## config.mk

```make
export PLATFORM = sky130hd
export DESIGN_NAME = bm_infer_scheduler
export DESIGN_NICKNAME = d
export VERILOG_FILES = /design/src/rtl/bm_sched_pkg.sv /design/src/rtl/bm_obs_fifo.sv /design/src/rtl/bm_infer_scheduler.sv
export SDC_FILE = /design/constraint.sdc
export NUM_CORES = 1
export LEC_CHECK = 0
export ABC_AREA = 1
export BUFFER_PORTS_ARGS = -buffer_cell sky130_fd_sc_hd__buf_4
export CAP_MARGIN = 20
export CORE_UTILIZATION = 49
export DETAILED_ROUTE_END_ITERATION = 6
export GPL_ROUTABILITY_DRIVEN = 0
export PLACE_DENSITY = 0.78
export SKIP_LAST_GASP = 1
export SLEW_MARGIN = 20
export SYNTH_ARGS = -nofsm -noshare
export SYNTH_HDL_FRONTEND = slang
export SYNTH_SLANG_ARGS = --single-unit
```

## constraint.sdc

```tcl
create_clock -name clk -period 14.7 [get_ports clk]
set_clock_uncertainty 0.2 [all_clocks]
set_input_delay 2.205 -clock clk [delete_from_list [all_inputs] [get_ports clk]]
set_output_delay 2.205 -clock clk [all_outputs]
set_load 0.02 [all_outputs]
```

## src/rtl/bm_sched_pkg.sv

```systemverilog
// Shared types and helpers for the Bayesian-machine batch inference scheduler.
//   NUM_CLASSES / OBS_W / RES_BYTE_W : fixed geometry of the chip interface
//   obs_set_t                        : four 9-bit observation addresses {O4,O3,O2,O1}
//   sched_state_t                    : sequencer states
//   sat_add                          : saturating accumulate of one class byte
package bm_sched_pkg;

  localparam int NUM_CLASSES = 4;
  localparam int OBS_W       = 9;
  localparam int RES_BYTE_W  = 8;

  // [8:3] row, [2:0] col per element; element 0 is O1.
  typedef logic [NUM_CLASSES-1:0][OBS_W-1:0] obs_set_t;

  typedef enum logic [1:0] {
    IDLE,
    ISSUE,
    WAIT_RES,
    DONE
  } sched_state_t;

  // Adds one likelihood byte to an accumulator and clamps at max_val.
  // Operates on 32-bit containers so any ACC_W up to 31 can use it.
  function automatic logic [31:0] sat_add(
    input logic [31:0]           acc,
    input logic [RES_BYTE_W-1:0] inc,
    input logic [31:0]           max_val
  );
    logic [32:0] sum;
    sum = {1'b0, acc} + {25'd0, inc};
    if (sum > {1'b0, max_val}) begin
      return max_val;
    end
    return sum[31:0];
  endfunction

endpackage

```

## src/rtl/bm_obs_fifo.sv

```systemverilog
// Synchronous FIFO holding pending observation sets.
//   clk, rst_n  : clock, asynchronous active-low reset (discards contents)
//   push        : write push_data (ignored when full)
//   pop         : advance read pointer (ignored when empty)
//   pop_data    : head entry, valid whenever empty is low
//   full, empty : occupancy flags
module bm_obs_fifo
  import bm_sched_pkg::*;
#(
  parameter int FIFO_DEPTH = 4
) (
  input  logic     clk,
  input  logic     rst_n,
  input  logic     push,
  input  obs_set_t push_data,
  input  logic     pop,
  output obs_set_t pop_data,
  output logic     full,
  output logic     empty
);

  localparam int AW = $clog2(FIFO_DEPTH);
  localparam logic [AW:0] DEPTH_CNT = (AW + 1)'(FIFO_DEPTH);

  obs_set_t        mem [FIFO_DEPTH];
  logic [AW-1:0]   wr_ptr;
  logic [AW-1:0]   rd_ptr;
  logic [AW:0]     count;
  logic            do_push;
  logic            do_pop;

  assign full     = (count == DEPTH_CNT);
  assign empty    = (count == '0);
  assign do_push  = push & ~full;
  assign do_pop   = pop & ~empty;
  assign pop_data = mem[rd_ptr];

  // Pointers wrap naturally because the depth is a power of two.
  always_ff @(posedge clk or negedge rst_n) begin
    if (!rst_n) begin
      wr_ptr <= '0;
      rd_ptr <= '0;
      count  <= '0;
    end else begin
      // NOTE: sequential state uses non-blocking assignments so every register
      // samples pre-edge values, independent of statement order.
      if (do_push) wr_ptr <= wr_ptr + 1'b1;
      if (do_pop)  rd_ptr <= rd_ptr + 1'b1;
      case ({do_push, do_pop})
        2'b10:   count <= count + 1'b1;
        2'b01:   count <= count - 1'b1;
        default: count <= count;
      endcase
    end
  end

  // NOTE: storage has no reset; empty/full gate every read, so stale entries
  // are never observed and the array can map onto plain RAM/flops.
  always_ff @(posedge clk) begin
    if (do_push) mem[wr_ptr] <= push_data;
  end

endmodule

```

## src/rtl/bm_infer_scheduler.sv

```systemverilog
// Batch inference sequencer. Buffers observation sets, issues each set to the
// chip controller NUM_RUNS times, accumulates the four per-class likelihood
// bytes with saturation and reports the argmax class and its score.
//   obs_valid/obs_ready/obs_data  : observation set input stream
//   req_valid/req_ready/req_obs   : run request to the chip controller
//   res_valid/res_data            : one-cycle result pulse, c0 in [7:0]
//   out_valid/out_ready           : decision handshake
//   out_class/out_score/out_err   : argmax, its accumulator, timeout abort flag
//   busy                          : sequencer active or sets pending
module bm_infer_scheduler
  import bm_sched_pkg::*;
#(
  parameter int NUM_RUNS   = 16,
  parameter int ACC_W      = 12,
  parameter int FIFO_DEPTH = 4,
  parameter int TIMEOUT    = 1024
) (
  input  logic             clk,
  input  logic             rst_n,
  input  logic             obs_valid,
  output logic             obs_ready,
  input  logic [35:0]      obs_data,
  output logic             req_valid,
  input  logic             req_ready,
  output logic [35:0]      req_obs,
  input  logic             res_valid,
  input  logic [31:0]      res_data,
  output logic             out_valid,
  input  logic             out_ready,
  output logic [1:0]       out_class,
  output logic [ACC_W-1:0] out_score,
  output logic             out_err,
  output logic             busy
);

  localparam int          TO_W     = $clog2(TIMEOUT) + 1;
  localparam logic [TO_W-1:0] TO_LAST = TO_W'(TIMEOUT - 1);
  localparam logic [7:0]  RUN_LAST = 8'(NUM_RUNS - 1);
  localparam logic [31:0] ACC_MAX  = 32'hFFFF_FFFF >> (32 - ACC_W);

  sched_state_t     state;
  sched_state_t     state_nxt;

  logic             ready_q;      // holds obs_ready low until the first clock after reset
  logic             fifo_full;
  logic             fifo_empty;
  logic             fifo_push;
  logic             fifo_pop;
  obs_set_t         fifo_head;

  obs_set_t         cur_obs;
  logic [ACC_W-1:0] acc     [NUM_CLASSES];
  logic [ACC_W-1:0] acc_sum [NUM_CLASSES];
  logic [ACC_W-1:0] acc_nxt [NUM_CLASSES];
  logic [7:0]       run_cnt;
  logic [TO_W-1:0]  to_cnt;
  logic             err_q;

  logic             res_take;
  logic             res_last;
  logic             timeout_hit;

  logic [1:0]       idx_lo;
  logic [1:0]       idx_hi;
  logic [1:0]       amax_idx;
  logic [ACC_W-1:0] val_lo;
  logic [ACC_W-1:0] val_hi;
  logic [ACC_W-1:0] amax_val;

  // ---------------------------------------------------------------------------
  // Observation buffer. obs_ready depends only on fullness, never on a pop in
  // the same cycle, so a full FIFO refuses the push even while draining.
  // ---------------------------------------------------------------------------
  assign obs_ready = ready_q & ~fifo_full;
  assign fifo_push = obs_valid & obs_ready;

  bm_obs_fifo #(
    .FIFO_DEPTH (FIFO_DEPTH)
  ) u_fifo (
    .clk       (clk),
    .rst_n     (rst_n),
    .push      (fifo_push),
    .push_data (obs_set_t'(obs_data)),
    .pop       (fifo_pop),
    .pop_data  (fifo_head),
    .full      (fifo_full),
    .empty     (fifo_empty)
  );

  // ---------------------------------------------------------------------------
  // Sequencer state register
  // ---------------------------------------------------------------------------
  always_ff @(posedge clk or negedge rst_n) begin
    if (!rst_n) begin
      state <= IDLE;
    end else begin
      state <= state_nxt;
    end
  end

  // ---------------------------------------------------------------------------
  // Next state and control outputs
  // ---------------------------------------------------------------------------
  always_comb begin
    // NOTE: every signal driven here gets a default first; a path that left
    // one unassigned would infer a latch.
    state_nxt   = state;
    fifo_pop    = 1'b0;
    res_take    = 1'b0;
    res_last    = 1'b0;
    timeout_hit = 1'b0;
    req_valid   = 1'b0;
    out_valid   = 1'b0;
    busy        = (state != IDLE) | ~fifo_empty;

    case (state)
      IDLE: begin
        if (!fifo_empty) begin
          fifo_pop  = 1'b1;
          state_nxt = ISSUE;
        end
      end
      ISSUE: begin
        req_valid = 1'b1;
        if (req_ready) state_nxt = WAIT_RES;
      end
      WAIT_RES: begin
        // A result on the last timeout cycle still counts; res_valid wins.
        if (res_valid) begin
          res_take = 1'b1;
          res_last = (run_cnt == RUN_LAST);
          state_nxt = res_last ? DONE : ISSUE;
        end else if (to_cnt == TO_LAST) begin
          timeout_hit = 1'b1;
          state_nxt   = DONE;
        end
      end
      DONE: begin
        out_valid = 1'b1;
        if (out_ready) state_nxt = IDLE;
      end
      default: state_nxt = IDLE;
    endcase
  end

  // ---------------------------------------------------------------------------
  // Saturating accumulate. acc_nxt is what the accumulators hold after this
  // edge, so the argmax below already sees the final run's contribution.
  // ---------------------------------------------------------------------------
  always_comb begin
    for (int i = 0; i < NUM_CLASSES; i++) begin
      acc_sum[i] = ACC_W'(sat_add(32'(acc[i]),
                                  res_data[RES_BYTE_W*i +: RES_BYTE_W],
                                  ACC_MAX));
      acc_nxt[i] = res_take ? acc_sum[i] : acc[i];
    end
  end

  // Two-level argmax tree. Strict greater-than on the higher index means a
  // tie keeps the lower index at every level.
  always_comb begin
    idx_lo   = (acc_nxt[1] > acc_nxt[0]) ? 2'd1 : 2'd0;
    val_lo   = acc_nxt[idx_lo];
    idx_hi   = (acc_nxt[3] > acc_nxt[2]) ? 2'd3 : 2'd2;
    val_hi   = acc_nxt[idx_hi];
    amax_idx = (val_hi > val_lo) ? idx_hi : idx_lo;
    amax_val = (val_hi > val_lo) ? val_hi : val_lo;
  end

  // ---------------------------------------------------------------------------
  // Datapath registers
  // ---------------------------------------------------------------------------
  always_ff @(posedge clk or negedge rst_n) begin
    if (!rst_n) begin
      ready_q   <= 1'b0;
      cur_obs   <= '0;
      run_cnt   <= '0;
      to_cnt    <= '0;
      err_q     <= 1'b0;
      out_class <= '0;
      out_score <= '0;
      out_err   <= 1'b0;
      for (int i = 0; i < NUM_CLASSES; i++) acc[i] <= '0;
    end else begin
      ready_q <= 1'b1;

      if (fifo_pop) begin
        cur_obs <= fifo_head;
        run_cnt <= '0;
        err_q   <= 1'b0;
        for (int i = 0; i < NUM_CLASSES; i++) acc[i] <= '0;
      end else if (res_take) begin
        for (int i = 0; i < NUM_CLASSES; i++) acc[i] <= acc_sum[i];
        if (!res_last) run_cnt <= run_cnt + 1'b1;
      end

      // to_cnt counts WAIT_RES cycles since the request was accepted.
      if (state == ISSUE && req_ready) begin
        to_cnt <= '0;
      end else if (state == WAIT_RES) begin
        to_cnt <= to_cnt + 1'b1;
      end

      if (timeout_hit) err_q <= 1'b1;

      // Decision captured on DONE entry and held until the consumer takes it.
      if (state == WAIT_RES && state_nxt == DONE) begin
        out_class <= amax_idx;
        out_score <= amax_val;
        out_err   <= err_q | timeout_hit;
      end
    end
  end

  assign req_obs = cur_obs;

endmodule
```

==> flow_metrics.tcl, run 1 <==
set metrics [dict create \
    outcome "finished clean" \
    cts_tree "built" \
    drc 0 \
    avgSynthCellArea_um2 9.14 \
    cts_resized 0 \
    critPathLaunchType "primary input" \
    yosysUniqueCellTypes 48 \
    min_period_ps 7200 \
    diodes 0 \
    netlist_top_cells_area "edfxtp_1, dfrtp_1, nor2_1" \
    routed_wl_um 31900 \
    clock-sinks 273 \
    syn-num-nets 1677 \
    synth.most_common_cell "nor2_1" \
    synth_top_area_share_pct 31.0 \
    ys_seq_area_share_pct 54.2 \
    overflow 0 \
    dieHeight_um 171 \
    power_frac_seq_pct 27.4 \
    vias 10900 \
    rsz0062_at_grt "no" \
    dieArea_um2 29100 \
    grt_pass1_vias 10800 \
    syn_area_um2 13900 \
    ys_top_cells_by_count "nor2_1, nand2_1, inv_1, edfxtp_1, dfrtp_1" \
    area_growth_pct 16.2 \
    final_area_um2 16200 \
    cts_hold_buf 0 \
    yosysWarnings 0 \
    fillers 2391 \
    netlist_instances 1525 \
    clk_path_buf_depth 3 \
    synth.ff_latch_count 273 \
    ys.flop_type "edfxtp_1" \
    portBuffers 128 \
    reg2reg_slack_ps 8880 \
    fmax_mhz 139 \
    fin_tns_setup_ps 0 \
    nets 1796 \
    core_area_um2 27900 \
    start_util_pct 50.0 \
    grt_max_degree 121 \
    synth-async-reset-ratio_pct 47.3 \
    power_density_nw_per_um2 243 \
    fin_crit_sh_pct 49.0 \
    rows 61 \
    hold_viol 0 \
    die_w_um 171 \
    drt_iter0_markers 650 \
    cts-root-buf "clkbuf_16" \
    grt_pass1_wl_um 51800 \
    vias_per_cell 5.34 \
    cp.arrival_ps 7480 \
    ios 129 \
    p_leak_nw 7.26 \
    worstMarginPinSlew_ps 904 \
    critPathMaxFanout 14 \
    maxSlewHeadroom_pct 39.8 \
    crit_required_ps 14980 \
    synth_top_area_cell "edfxtp_1" \
    comb_power_share_pct 54.9 \
    post_cts_buffers 0 \
    final_max_slew_viol_count 0 \
    hp-class "reg2reg" \
    end_kind "flip-flop" \
    track_usage_pct 22.2 \
    place_hpwl_um 20600 \
    drive_above_1_share_pct 13.0 \
    crit_slowest_cell "fa_1" \
    clk_latency_ps 570 \
    switchingPower_mw 1.77 \
    critical_path_class "in2reg" \
    wl_per_cell_um 15.6 \
    postPlaceCellArea_um2 15300 \
    finalSetupViolCount 0 \
    drtPass1Iterations 5 \
    synth-edff-count 144 \
    max_stage_delay_ps 390 \
    drv_cap 0 \
    p_clk_share_pct 17.7 \
    cts_buffers 28 \
    ant_nets 0 \
    antenna_found_initial 0 \
    htreeDepth 1 \
    clk_pin_slew_ps 60 \
    p_int_mw 2.15 \
    p_sw_share_pct 45.2 \
    ir_drop_mv 0.195 \
]
==> state kept, by name (all words and copies together), names as in the netlist, 3 cells and up <==
signal / count
req_obs: 36
out_score: 12
acc: 48
u_fifo.count: 3
u_fifo.mem: 144
to_cnt: 11
run_cnt: 8
==> stage by stage <==
| step | instances | utilization [%] | setup WS (ps) | total power [mW] | hold slack, ps |
|---|---|---|---|---|---|
| finish | 2044 | 58.1 | 7500 | 3.93 | 301 |
| global route | 2044 | 58.1 | 6920 | 4.26 | 312 |
| CTS | 2044 | 58.1 | 7600 | 3.94 | 303 |
| detailed placement | 1992 | 54.9 | 7040 | 3.22 | 288 |
| global placement | 1992 | 54.9 | 7200 | 3.14 | 262 |
| floorplan | 1525 | - | 7770 | 2.70 | 247 |
==> logic make-up (layout without fill, tap and decap cells) <==
logic type | after synthesis | count (layout) | synth area share (%)
simple gates | 702 | 702 | 21.5
flops | 273 | 273 | 54.2
compound gates | 238 | 238 | 9.48
buf+inv | 205 | 346 | 5.78
fa+ha+maj | 78 | 78 | 7.27
xor+xnor | 27 | 27 | 1.70
other cells | 1 | 1 | 0.0269
mux | 1 | 1 | 0.0718
==> routing by layer <==
| metal | up-vias | part of all wire [%] | track usage [%] |
|---|---|---|---|
| met1 | 5204 | 42 | 26.7 |
| li1 | 5346 | - | - |
| met2 | 317 | 49 | 40.2 |
| met4 | 0 | 2.0 | 5.68 |
| met5 | - | 0 | 0 |
| met3 | 55 | 6.7 | 4.81 |
==> power by group through the flow <==
stage                     combinational [mW]  sequential, mW  clock [mW]
final                                   2.16            1.08       0.696
after global routing                    2.43            1.09       0.739
after CTS                               2.15            1.08       0.710
after detailed placement                2.14            1.09           0
after global placement                  2.06            1.08           0
after floorplan                         1.56            1.14           0
==> worst max-delay path, delay by kind of cell <==
| kind | cells | cell delay (ps) |
|---|---|---|
| fa+ha+maj | 4 | 1090 |
| buf+inv | 5 | 350 |
| compound gates | 5 | 700 |
| simple gates | 21 | 3110 |
==> cell usage in the layout (no fill, tap or decap), types with 2 or more instances in the layout <==
cell type  instances
a21boi_0           2
a21oi_1           48
a22oi_1            2
a31oi_1           42
and2_1            13
buf_4            136
bufinv_16          2
clkbuf_1           7
clkbuf_16         28
clkbuf_8           3
clkinv_1           8
clkinv_2           4
dfrtp_1          128
edfxtp_1         144
fa_1               5
ha_1              73
inv_1            149
inv_2              5
nand2_1          238
nand2_2            7
nand3_1          103
nand3_2            4
nand3_4            2
nand3b_1           4
nand4_1           13
nor2_1           288
nor2_2             5
nor2_4             6
nor3_1             9
o21a_1             9
o21ai_0          112
o21ai_2            2
o22ai_1           16
or2_2              4
xnor2_1           16
xor2_1            11
==> layout make-up <==
type | instances | area (µm²) | share of cell area (%)
repair buffers | 138 | 1050 | 6.50
flip-flops and latches | 273 | 7550 | 46.7
clock buffers | 38 | 768 | 4.75
multi-input cells | 1047 | 5620 | 34.7
clock inverters | 14 | 140 | 0.866
inverters | 156 | 586 | 3.62
well taps | 378 | 473 | 2.92
==> final timing paths <==
kind                                      from                   endpoint  cells past startpoint
max in group asynchronous                rst_n        acc[34]$_DFFE_PN0P_                      2
setup / recovery                  res_data[24]  out_score[10]$_DFFE_PN0P_                     35
hold reg to reg            out_err$_DFFE_PN0P_        out_err$_DFFE_PN0P_                      2
hold / removal             out_err$_DFFE_PN0P_        out_err$_DFFE_PN0P_                      2
setup reg to reg            acc[0]$_DFFE_PN0P_  out_score[10]$_DFFE_PN0P_                     34
min in group asynchronous                rst_n        acc[38]$_DFFE_PN0P_                      1
Note: power is estimated with default switching activity, not from simulation.
==> run 2: changes to the inputs <==
Settings changed: PLACE_DENSITY 0.78 to 0.8.
Clock period 14.7 ns to 6.3 ns, I/O delays scaled along.
==> run 2 against run 1 <==
Against the previous run:
- sequential power up 130%
- register-to-register slack worse by 8300 ps
- cell count is 1.2% higher
- critical endpoint is now out_score[11]$_DFFE_PN0P_
- largest cell class unchanged
- highest routed layer unchanged
==> flow_metrics.tcl, run 2 (synthesized netlist as in run 1, its figures left out) <==
set metrics [dict create \
    clk_latency_ps 560 \
    grt_pass1_wl_um 52300 \
    hold_start "out_err$_DFFE_PN0P_" \
    maxSlewHeadroom_pct 40.9 \
    reg2reg_slack_ps 620 \
    htreeDepth 1 \
    area_growth_pct 18.3 \
    max_stage_delay_ps 390 \
    r2r-start "acc[0]$_DFFE_PN0P_" \
    outcome "finished clean" \
    overflow 0 \
    fin_ws_ps 521 \
    final_common_cell "nor2_1" \
    track_usage_pct 22.5 \
    critPathMaxFanout 14 \
    crit_required_ps 6540 \
    dieArea_um2 29100 \
    ant_nets 0 \
    diodes 0 \
    layout_common_cells "nor2_1, nand2_1, buf_4" \
    die_w_um 171 \
    whs_ps 287 \
    routed_wl_um 32300 \
    regMostFlops "u_fifo.mem" \
    critical_path_class "in2reg" \
    cp.arrival_ps 6010 \
    p_leak_nw 7.44 \
    r2r_end "out_score[11]$_DFFE_PN0P_" \
    antenna_found_initial 0 \
    fin_crit_sh_pct 91.7 \
    min_period_ps 5780 \
    wl_per_cell_um 15.6 \
    cts-root-buf "clkbuf_16" \
    nets 1819 \
    clock-sinks 273 \
    hp-class "reg2reg" \
    drtPass1Iterations 5 \
    portBuffers 128 \
    fmax_mhz 173 \
    drt_iter0_markers 695 \
    ios 129 \
    finalSetupViolCount 0 \
    dp_slack_ps -19.2 \
    crit_slowest_cell "fa_1" \
    cts_buffers 29 \
    grt_pass1_vias 10800 \
    whs_path_depth 2 \
    cts_tree "built" \
    vias 11000 \
    drc 0 \
    ir_drop_mv 0.425 \
    total_power_mw 9.57 \
    critPathLaunchType "primary input" \
    cts_hold_buf 0 \
    end_kind "flip-flop" \
    rows 61 \
    worstMarginPinSlew_ps 887 \
    final_core_util_pct 59.2 \
    largest_reg_flops 144 \
    clk_path_buf_depth 3 \
    grt_max_degree 104 \
    path_common_cell "inv_1" \
    start_util_pct 50.0 \
    clk_pin_slew_ps 60 \
    drive_above_1_share_pct 14.8 \
    power_density_nw_per_um2 580 \
    min_to "out_err$_DFFE_PN0P_" \
    final_area_um2 16500 \
    postPlaceCellArea_um2 15400 \
    drv_cap 0 \
    place_hpwl_um 21500 \
    final_max_slew_viol_count 0 \
    hold_viol 0 \
    vias_per_cell 5.33 \
    core_area_um2 27900 \
    reg2reg_depth 37 \
    dieHeight_um 171 \
]
[run 2: cell types whose count changed in the layout (fill, tap and decap cells not counted), sizes merged]
cell,delta
buf,+21
bufinv,+3
clkinv,-2
clkinvlp,+1
inv,+1
[run 2: worst max-delay path by stage]
stage	start	end	cells after the start
finish	res_data[24]	out_score[11]$_DFFE_PN0P_	38
global route	res_data[24]	out_score[11]$_DFFE_PN0P_	36
CTS	res_data[24]	out_score[11]$_DFFE_PN0P_	37
detailed placement	res_data[24]	out_score[2]$_DFFE_PN0P_	35
global placement	res_data[24]	out_score[10]$_DFFE_PN0P_	37
floorplan	res_data[24]	out_class[0]$_DFFE_PN0P_	35
[run 2: cell type report]
type | count | area [µm²]
sequential | 273 | 7550
timing repair buffer | 160 | 1220
clock inverter | 17 | 229
inverter | 156 | 586
multi-input combinational | 1047 | 5620
clock buffer | 37 | 806
fill | 2309 | 11400
tap | 378 | 473
[run 2: layer usage]
| layer | wire length, µm | track usage [%] | vias up |
|---|---|---|---|
| li1 | - | - | 5389 |
| met1 | 13300 | 27.3 | 5219 |
| met2 | 16200 | 40.4 | 343 |
| met3 | 2080 | 4.02 | 66 |
| met4 | 773 | 7.25 | 0 |
| met5 | 0 | 0 | - |
[run 2: what timing repair did]
item	CTS	global route
setup endpoints to repair	0	12
gates resized for setup	0	1
setup buffers	0	1
[run 2: per-stage QoR]
stage / TNS [ps] / cells
global route: -125 / 2068
floorplan: 0 / 1525
global placement: 0 / 2013
finish: 0 / 2068
CTS: 0 / 2067
detailed placement: -49.4 / 2013
[run 2: power by group]
group	internal (mW)	switching, mW
sequential	2.29	0.229
combinational	1.90	3.32
clock	1.11	0.717
[run 2: worst max-delay path, delay by kind of cell]
family                   cells  cell delay [ps]
AO/OA/AOI/OAI                5              640
adder cells (fa/ha/maj)      4             1090
buffers and inverters        7              540
AND/OR/NAND/NOR             22             2740
